`src/rtl/add_sub_pipe_if.sv`:
```
// Operand/result stream bundle for add_sub_pipe: operand beat in, result beat out,
// plus the sticky overflow flag and its clear.
interface add_sub_pipe_if #(
  parameter int DATA_WIDTH = 16
);
  logic                         in_valid;
  logic                         in_ready;
  logic                         op;
  logic signed [DATA_WIDTH-1:0] A;
  logic signed [DATA_WIDTH-1:0] B;
  logic                         out_valid;
  logic                         out_ready;
  logic signed [DATA_WIDTH-1:0] result;
  logic                         carry_out;
  logic                         overflow;
  logic                         ovf_sticky;
  logic                         ovf_clr;

  modport slave (
    input  in_valid, op, A, B, out_ready, ovf_clr,
    output in_ready, out_valid, result, carry_out, overflow, ovf_sticky
  );

  modport master (
    output in_valid, op, A, B, out_ready, ovf_clr,
    input  in_ready, out_valid, result, carry_out, overflow, ovf_sticky
  );
endinterface

```
`src/rtl/add_sub_pipe.sv`:
```
// Pipelined signed add/subtract: carry chain split into PIPE_STAGES slices of 4-bit CLA groups.
// Define ADD_SUB_SAT_EN to saturate the result on signed overflow instead of wrapping.
module add_sub_pipe #(
  parameter int DATA_WIDTH  = 16,
  parameter int PIPE_STAGES = 2
) (
  input  logic          clk,
  input  logic          rst_n,
  add_sub_pipe_if.slave bus
);
  localparam int SW     = DATA_WIDTH / PIPE_STAGES;
  localparam int GROUPS = SW / 4;

  function automatic logic [4:0] cla4(input logic [3:0] a, input logic [3:0] b, input logic cin);
    logic [3:0] g;
    logic [3:0] p;
    logic [4:0] c;
    g    = a & b;
    p    = a ^ b;
    c[0] = cin;
    c[1] = g[0] | (p[0] & c[0]);
    c[2] = g[1] | (p[1] & g[0]) | (p[1] & p[0] & c[0]);
    c[3] = g[2] | (p[2] & g[1]) | (p[2] & p[1] & g[0]) | (p[2] & p[1] & p[0] & c[0]);
    c[4] = g[3] | (p[3] & g[2]) | (p[3] & p[2] & g[1]) | (p[3] & p[2] & p[1] & g[0])
         | (p[3] & p[2] & p[1] & p[0] & c[0]);
    return {c[4], p ^ c[3:0]};
  endfunction

  function automatic logic [SW:0] slice_add(input logic [SW-1:0] a, input logic [SW-1:0] b,
                                            input logic cin);
    logic [SW-1:0] s;
    logic          c;
    logic [4:0]    grp;
    s = '0;
    c = cin;
    for (int gi = 0; gi < GROUPS; gi++) begin
      grp           = cla4(a[gi*4 +: 4], b[gi*4 +: 4], c);
      s[gi*4 +: 4]  = grp[3:0];
      c             = grp[4];
    end
    return {c, s};
  endfunction

`ifdef ADD_SUB_SAT_EN
  function automatic logic [DATA_WIDTH-1:0] saturate(input logic [DATA_WIDTH-1:0] sum,
                                                     input logic ovf, input logic a_sign);
    if (!ovf)
      return sum;
    return a_sign ? {1'b1, {(DATA_WIDTH-1){1'b0}}} : {1'b0, {(DATA_WIDTH-1){1'b1}}};
  endfunction
`endif

  // x_p holds finished result bits below the current slice and untouched A bits above it
  logic                  vld_p [0:PIPE_STAGES];
  logic [DATA_WIDTH-1:0] x_p   [0:PIPE_STAGES-1];
  logic [DATA_WIDTH-1:0] b_p   [0:PIPE_STAGES-1];
  logic                  c_p   [0:PIPE_STAGES-1];
  logic [DATA_WIDTH-1:0] x_nx  [0:PIPE_STAGES-1];
  logic                  c_nx  [0:PIPE_STAGES-1];

  logic                  advance;
  logic                  a_sign;
  logic                  b_sign;
  logic                  ovf_nx;
  logic [DATA_WIDTH-1:0] sum_nx;
  logic [DATA_WIDTH-1:0] result_nx;
  logic [DATA_WIDTH-1:0] result_q;
  logic                  carry_q;
  logic                  ovf_q;
  logic                  sticky_q;

  assign advance = !rst_n || !vld_p[PIPE_STAGES] || bus.out_ready;

  always_comb begin
    logic [SW:0] sl;
    sl = '0;
    for (int k = 0; k < PIPE_STAGES; k++) begin
      sl                 = slice_add(x_p[k][k*SW +: SW], b_p[k][k*SW +: SW], c_p[k]);
      x_nx[k]            = x_p[k];
      x_nx[k][k*SW +: SW] = sl[SW-1:0];
      c_nx[k]            = sl[SW];
    end
  end

  assign a_sign = x_p[PIPE_STAGES-1][DATA_WIDTH-1];
  assign b_sign = b_p[PIPE_STAGES-1][DATA_WIDTH-1];
  assign sum_nx = x_nx[PIPE_STAGES-1];
  assign ovf_nx = (a_sign == b_sign) && (sum_nx[DATA_WIDTH-1] != a_sign);

`ifdef ADD_SUB_SAT_EN
  assign result_nx = saturate(sum_nx, ovf_nx, a_sign);
`else
  assign result_nx = sum_nx;
`endif

  // Stage p0 captures operands; stages p1..pN-1 each resolve one slice
  always_ff @(posedge clk) begin
    if (advance && bus.in_valid) begin
      x_p[0] <= bus.A;
      b_p[0] <= bus.op ? ~bus.B : bus.B;
      c_p[0] <= bus.op;
    end
    for (int k = 1; k < PIPE_STAGES; k++) begin
      if (advance && vld_p[k-1]) begin
        x_p[k] <= x_nx[k-1];
        b_p[k] <= b_p[k-1];
        c_p[k] <= c_nx[k-1];
      end
    end
  end

  // Output stage: last slice resolved, overflow evaluated, sticky flag maintained
  always_ff @(posedge clk) begin
    if (!rst_n) begin
      for (int k = 0; k <= PIPE_STAGES; k++)
        vld_p[k] <= 1'b0;
      result_q <= '0;
      carry_q  <= 1'b0;
      ovf_q    <= 1'b0;
      sticky_q <= 1'b0;
    end else begin
      if (advance) begin
        vld_p[0] <= bus.in_valid;
        for (int k = 1; k <= PIPE_STAGES; k++)
          vld_p[k] <= vld_p[k-1];
        if (vld_p[PIPE_STAGES-1]) begin
          result_q <= result_nx;
          carry_q  <= c_nx[PIPE_STAGES-1];
          ovf_q    <= ovf_nx;
        end
      end
      if (bus.ovf_clr)
        sticky_q <= 1'b0;
      else if (vld_p[PIPE_STAGES] && bus.out_ready && ovf_q)
        sticky_q <= 1'b1;
    end
  end

  assign bus.in_ready   = advance;
  assign bus.out_valid  = vld_p[PIPE_STAGES];
  assign bus.result     = result_q;
  assign bus.carry_out  = carry_q;
  assign bus.overflow   = ovf_q;
  assign bus.ovf_sticky = sticky_q;
endmodule

```
`src/flat_wrapper.sv`:
```
// flat-port wrapper written by rule: the top's interface ports become plain ports
module add_sub_pipe_flat 
#(
  parameter int DATA_WIDTH  = 16,
  parameter int PIPE_STAGES = 2
)
  (clk, rst_n, bus_in_valid, bus_op, bus_A, bus_B, bus_out_ready, bus_ovf_clr, bus_in_ready, bus_out_valid, bus_result, bus_carry_out, bus_overflow, bus_ovf_sticky);
  add_sub_pipe_if #(.DATA_WIDTH(DATA_WIDTH)) bus_i ();
  input  logic clk;
  input  logic rst_n;
  input wire logic [$bits(bus_i.in_valid)-1:0] bus_in_valid;
  input wire logic [$bits(bus_i.op)-1:0] bus_op;
  input wire logic [$bits(bus_i.A)-1:0] bus_A;
  input wire logic [$bits(bus_i.B)-1:0] bus_B;
  input wire logic [$bits(bus_i.out_ready)-1:0] bus_out_ready;
  input wire logic [$bits(bus_i.ovf_clr)-1:0] bus_ovf_clr;
  output wire logic [$bits(bus_i.in_ready)-1:0] bus_in_ready;
  output wire logic [$bits(bus_i.out_valid)-1:0] bus_out_valid;
  output wire logic [$bits(bus_i.result)-1:0] bus_result;
  output wire logic [$bits(bus_i.carry_out)-1:0] bus_carry_out;
  output wire logic [$bits(bus_i.overflow)-1:0] bus_overflow;
  output wire logic [$bits(bus_i.ovf_sticky)-1:0] bus_ovf_sticky;
  assign bus_i.in_valid = bus_in_valid;
  assign bus_i.op = bus_op;
  assign bus_i.A = bus_A;
  assign bus_i.B = bus_B;
  assign bus_i.out_ready = bus_out_ready;
  assign bus_i.ovf_clr = bus_ovf_clr;
  assign bus_in_ready = bus_i.in_ready;
  assign bus_out_valid = bus_i.out_valid;
  assign bus_result = bus_i.result;
  assign bus_carry_out = bus_i.carry_out;
  assign bus_overflow = bus_i.overflow;
  assign bus_ovf_sticky = bus_i.ovf_sticky;
  add_sub_pipe #(.DATA_WIDTH(DATA_WIDTH), .PIPE_STAGES(PIPE_STAGES)) u_core (.clk(clk), .rst_n(rst_n), .bus(bus_i));
endmodule
```
`config.mk`:
```
export PLATFORM = sky130hd
export DESIGN_NAME = add_sub_pipe_flat
export DESIGN_NICKNAME = d
export VERILOG_FILES = /design/src/rtl/add_sub_pipe_if.sv /design/src/rtl/add_sub_pipe.sv /design/src/flat_wrapper.sv
export SDC_FILE = /design/constraint.sdc
export NUM_CORES = 1
export LEC_CHECK = 0
export CORE_MARGIN = 10
export CORE_UTILIZATION = 40
export DETAILED_ROUTE_END_ITERATION = 7
export SKIP_CTS_REPAIR_TIMING = 1
export SLEW_MARGIN = 15
export SYNTH_ARGS = -nofsm -noshare
export SYNTH_HDL_FRONTEND = slang
export SYNTH_SLANG_ARGS = --single-unit
```
`constraint.sdc`:
```
create_clock -name clk -period 3.2 [get_ports clk]
set_input_delay 0.64 -clock clk [delete_from_list [all_inputs] [get_ports clk]]
set_output_delay 0.64 -clock clk [all_outputs]
set_load 0.03 [all_outputs]
```
# Word-level counts from Yosys, hierarchy flattened

Memories as Yosys holds them, arrays and structs flattened.
Index checks and enable logic that the tools add are counted.

Memory bits (writable): 69
Input port bits: 38
Logic and storage cells: 154
Memories: 4
Output and inout port bits: 21
Bits in registers: 19

Memories:

| memory       | depth | bits a word | rd ports | clocked after memory_dff | write ports | line               | text |
|---|---|---|---|---|---|---|---|
| u_core.b_p   | 2     | 16          | 2        | 0                        | 2           | add_sub_pipe.sv:56 | `logic [DATA_WIDTH-1:0] b_p [0:PIPE_STAGES-1];` |
| u_core.x_p   | 2     | 16          | 2        | 0                        | 2           | add_sub_pipe.sv:55 | `logic [DATA_WIDTH-1:0] x_p [0:PIPE_STAGES-1];` |
| u_core.vld_p | 3     | 1           | 3        | 0                        | 3           | add_sub_pipe.sv:54 | `logic vld_p [0:PIPE_STAGES];` |
| u_core.c_p   | 2     | 1           | 2        | 0                        | 2           | add_sub_pipe.sv:57 | `logic c_p [0:PIPE_STAGES-1];` |

Bitwise gates (word level): 121
Reductions and logical operators: 11
Multiplexer cells: 12
Eq/ne operators: 2

Operator list:

| operator            | number |
|---|---|
| $and A1 B1 Y1       | 64 |
| $or A1 B1 Y1        | 43 |
| $xor A4 B4 Y4       | 8 |
| $and A4 B4 Y4       | 4 |
| $mux W16            | 1 |
| $not A16 Y16        | 1 |
| $mux W1             | 11 |
| $logic_and A1 B1 Y1 | 5 |
| $logic_not A1 Y1    | 2 |
| $logic_or A1 B1 Y1  | 2 |
| $reduce_and A2 Y1   | 1 |
| $reduce_or A2 Y1    | 1 |
| $eq A1 B1 Y1        | 1 |
| $ne A1 B1 Y1        | 1 |
| $not A1 Y1          | 1 |

# Logic depth before layout (Yosys ltp)

Depth in word-level cells: 11
Gate-level depth with buffers: 7
Gate-level depth less buffers: 7

# Worst setup path after synthesis

OpenSTA, ideal clock, no wires.

Kind: register to register
Start point: memory u_core.x_p[0][0]
End point: memory u_core.x_p[1][5], in the netlist u_core.x_p[0][21] (data pin)
Library setup time: 0.259 ns
Setup slack: 0.911 ns
Required time: 2.941 ns
Period minus slack after synthesis: 2.289 ns
Data arrival time: 2.030 ns
Path buffers: 0
Stages on the path, launching flop included: 8
Cell sequence: edfxtp_1 ha_1 a21oi_1 nor2b_1 o31a_1 or2_2 fa_1 xor2_1

RTL lines:

| element            | line |
|---|---|
| start: declaration | add_sub_pipe.sv:55 |

# Worst setup path after layout

Start point: input bus_out_ready
End point: output bus_in_ready

Longest elaborated chain between the ends: 1

RTL lines:

| element            | line               | text |
|---|---|---|
| start: declaration | flat_wrapper.sv:15 | `input wire logic [$bits(bus_i.out_ready)-1:0] bus_out_ready;` |
| $logic_or A1 B1 Y1 | add_sub_pipe.sv:72 | `assign advance = !rst_n \|\| !vld_p[PIPE_STAGES] \|\| bus.out_ready;` |
| end: declaration   | flat_wrapper.sv:17 | `output wire logic [$bits(bus_i.in_ready)-1:0] bus_in_ready;` |

Every way passes these cells.

==> qor.txt <==
Status - completed
Async set-or-reset flop fraction in the synthesized netlist - 0%
Startpoint types - input pin
Post-synthesis sequential area ratio - 66.5%
CP endpoint kind - primary output
Mapped Area - 3330 µm²
First-pass detailed-route iteration total - 4
Detailed-placement wirelength estimate - 4210 µm
Final Setup Violations - 0
Syn Area/Cell - 14.0 µm²
DRT iter0 DRCs - 75
WL per Instance - 14.4 µm
DRC Markers - 0
Largest family of logic cells by synthesized area - compound AO/OA/AOI/OAI gates
Max Cap Violations - 0
Hold Path End - u_core.b_p[0][29]
Post-synth cell types - 39
RSZ-0062 raised after global routing - false
Die area - 12400 µm²
Final nets - 361
Post-route clock skew - 0.00690 ns
All-Layer GR Usage - 9.71%
Synthesis warning total - 0
Compound-cell area share of the yosys netlist - 8.98%
CTS tree - built
Worst hold slack - 0.417 ns
Hold Path Stages - 0
Num CTS Buffers - 9
CP delay by family, top - buffers and inverters
Synthesized-area fraction occupied by xor and xnor cells - 6.58%
Die height - 111 µm
Top_reg_cell synth - edfxtp_1
Type of the most critical hold path - reg -> reg
Starting Density - 40.7%
Worst-Margin Slew - 0.964 ns
WP data required - 2.56 ns
Fin util - 51.8%
Post-synthesis cell count - 238
Flops & latches, synth - 80
Worst-Skew Late Latency - 0.34 ns
Root Driver - clkbuf_8
Setup slack on the worst flop-to-flop path - 0.79 ns
WL final - 5950 µm
Crit path cell chain - clkdlybuf4s50_1 -> nand3b_2 -> clkdlybuf4s50_1
Worst r2r src - u_core.x_p[0][0]
Adder-cell share of the synthesized area - 8.42%
First-pass GRT wire length - 9830 µm
Synth area leader - edfxtp_1
Chip width - 111 µm
Total power - 2.31 mW
Top-area cell type share of the netlist area - 55.0%
Via Count - 1953
Buf/Inv on CP - 2
Layout cell share with drive strength beyond 1 - 7.47%
Crit Path Class - in -> out
CP arrival - 2.03 ns
Minimum clock period - 2.67 ns
R2R Path End - u_core.x_p[0][21]
Num Clock Sinks - 80
Fmax - 375 MHz
Gpl congestion - 0.759
Congestion Overflow GR - 0
Peak VDD IR - 0.195 mV
Row count - 33
Final instance area - 4240 µm²
PortBufs - 58
Via density - 4.73
Clock tree buffer depth - 2
Reg clk slew, reported paths - 0.08 ns
Worst Reg-to-Reg Cells - 7
Slowest CP cell - clkdlybuf4s50_1
ANT cells - 0
Core footprint - 8180 µm²
Mux contribution to synthesized area - 0%
EDFF count, synth - 61
Antenna-violating nets left - 0
Largest net degree at the start of global routing - 34
HP Start - u_core.b_p[0][13]
Power per Cell Area - 546 nW/µm²
Pins Over Slew Limit - 0
Final hold viol count - 0
Leakage power - 1.57 nW
H-tree depth - 3
CP dominant cell by count - clkdlybuf4s50_1
Number of global-route vias before repair - 1979
Post-Syn Nets - 296
Antenna violations before repair - 0
Layout area overhead - 27.3%
Fin Setup TNS - 0 ns
Worst-path fanout max - 7
Num ports - 59
Largest stage delay on the critical path - 0.70 ns
Worst slew margin - 35.5%
Fin crit share - 83.3%
Placed Instance Area - 4030 µm²
Synth top area cells - edfxtp_1, dfxtp_1, ha_1, xor2_1, a21oi_1
Simple-gate share of the synthesized area - 7.48%
-- metal layers --
| metal | track usage, % | vias up | share of wire (%) |
|---|---|---|---|
| li1 | - | 991 | - |
| met1 | 12.1 | 906 | 47 |
| met2 | 14.8 | 47 | 46 |
| met3 | 2.71 | 9 | 4.8 |
| met4 | 5.40 | 0 | 1.7 |
| met5 | 0 | - | 0 |
-- worst reg2reg max path: cells and delay by family, from the launching register on --
| kind | cells | cell delay (ns) |
|---|---|---|
| DFF | 1 | 0.39 |
| xor gates and xnor gates | 1 | 0.17 |
| and+or+nand+nor | 2 | 0.41 |
| AOI/OAI and AO/OA | 2 | 0.48 |
| adders and majority gates | 2 | 0.73 |
-- where the power goes --
| group | switching (mW) | internal [mW] |
|---|---|---|
| Combinational | 0.159 | 0.146 |
| Sequential | 0.0252 | 1.20 |
| Clock | 0.349 | 0.432 |
-- through the flow --
step / worst slack (ns) / std cells
2_1_floorplan: 0.911 / 238
3_3_place_gp: 0.570 / 397
4_1_cts: 0.533 / 413
3_5_place_dp: 0.537 / 397
6_report: 0.533 / 413
5_1_grt: 0.462 / 413
-- Yosys cell counts, types with 2 or more instances --
cell type / count
xnor2_1: 7
nand3_1: 4
and3_1: 2
nor3_1: 2
fa_1: 4
dfxtp_1: 19
a21oi_1: 19
edfxtp_1: 61
o311ai_1: 2
ha_1: 16
xor2_1: 18
nand2_1: 23
nor2_1: 8
inv_1: 8
o21ai_0: 6
nand4_1: 2
and2_1: 3
a21o_1: 6
clkbuf_1: 2
a211oi_1: 3
o21a_1: 2
buf_2: 4
-- cell usage in the layout (no fill, tap or decap), drive strengths merged, types with 2 or more instances in the layout --
cell type,netlist,routed
o21ai,6,6
a21oi,19,19
clkinv,0,4
edfxtp,61,61
a21o,6,6
xnor2,7,7
inv,9,9
and2,3,3
o311ai,2,2
nand3,4,4
bufinv,0,2
fa,4,4
nand4,2,2
ha,16,16
nor3,2,2
buf,5,3
and3,2,2
dfxtp,19,19
nand2,24,24
a211oi,3,3
clkdlybuf4s50,0,58
nand3b,2,2
o21a,2,2
nor2,8,8
clkbuf,2,9
xor2,18,18
-- kinds of logic (layout without fill, tap and decap cells) --
kind of cell | Yosys count | in the layout
flops | 80 | 80
simple gates | 52 | 52
compound gates | 45 | 45
xor+xnor | 25 | 25
fa+ha+maj | 20 | 20
buf+inv | 16 | 86
-- sequential cells by signal, indices dropped and copies added, names as in the netlist --
| name | flops |
|---|---|
| u_core.bus.result | 16 |
| u_core.vld_p | 3 |
| u_core.c_p | 2 |
| u_core.x_p | 32 |
| u_core.bus.carry_out | 1 |
| u_core.b_p | 24 |
| u_core.bus.ovf_sticky | 1 |
| u_core.bus.overflow | 1 |
-- layout make-up --
cell class              count  area (µm²)
clock buffers               9         124
multi-input cells         142        1050
flip-flops and latches     80        2210
well taps                 105         131
fillers                   741        3940
clock inverters             7        86.3
repair buffers             61         603
inverters                   9        33.8
-- worst max-delay path by stage --
stage	end	slack, ns	cells after the start	from
after detailed placement	bus_in_ready	0.54	3	bus_out_ready
after floorplan	u_core.x_p[0][21]	0.91	7	u_core.x_p[0][0]
after global placement	bus_in_ready	0.57	3	bus_out_ready
final	bus_in_ready	0.53	3	bus_out_ready
after CTS	bus_in_ready	0.53	3	bus_out_ready
after global routing	bus_in_ready	0.46	3	bus_out_ready
No activity file was read; power rests on OpenSTA's default activity.
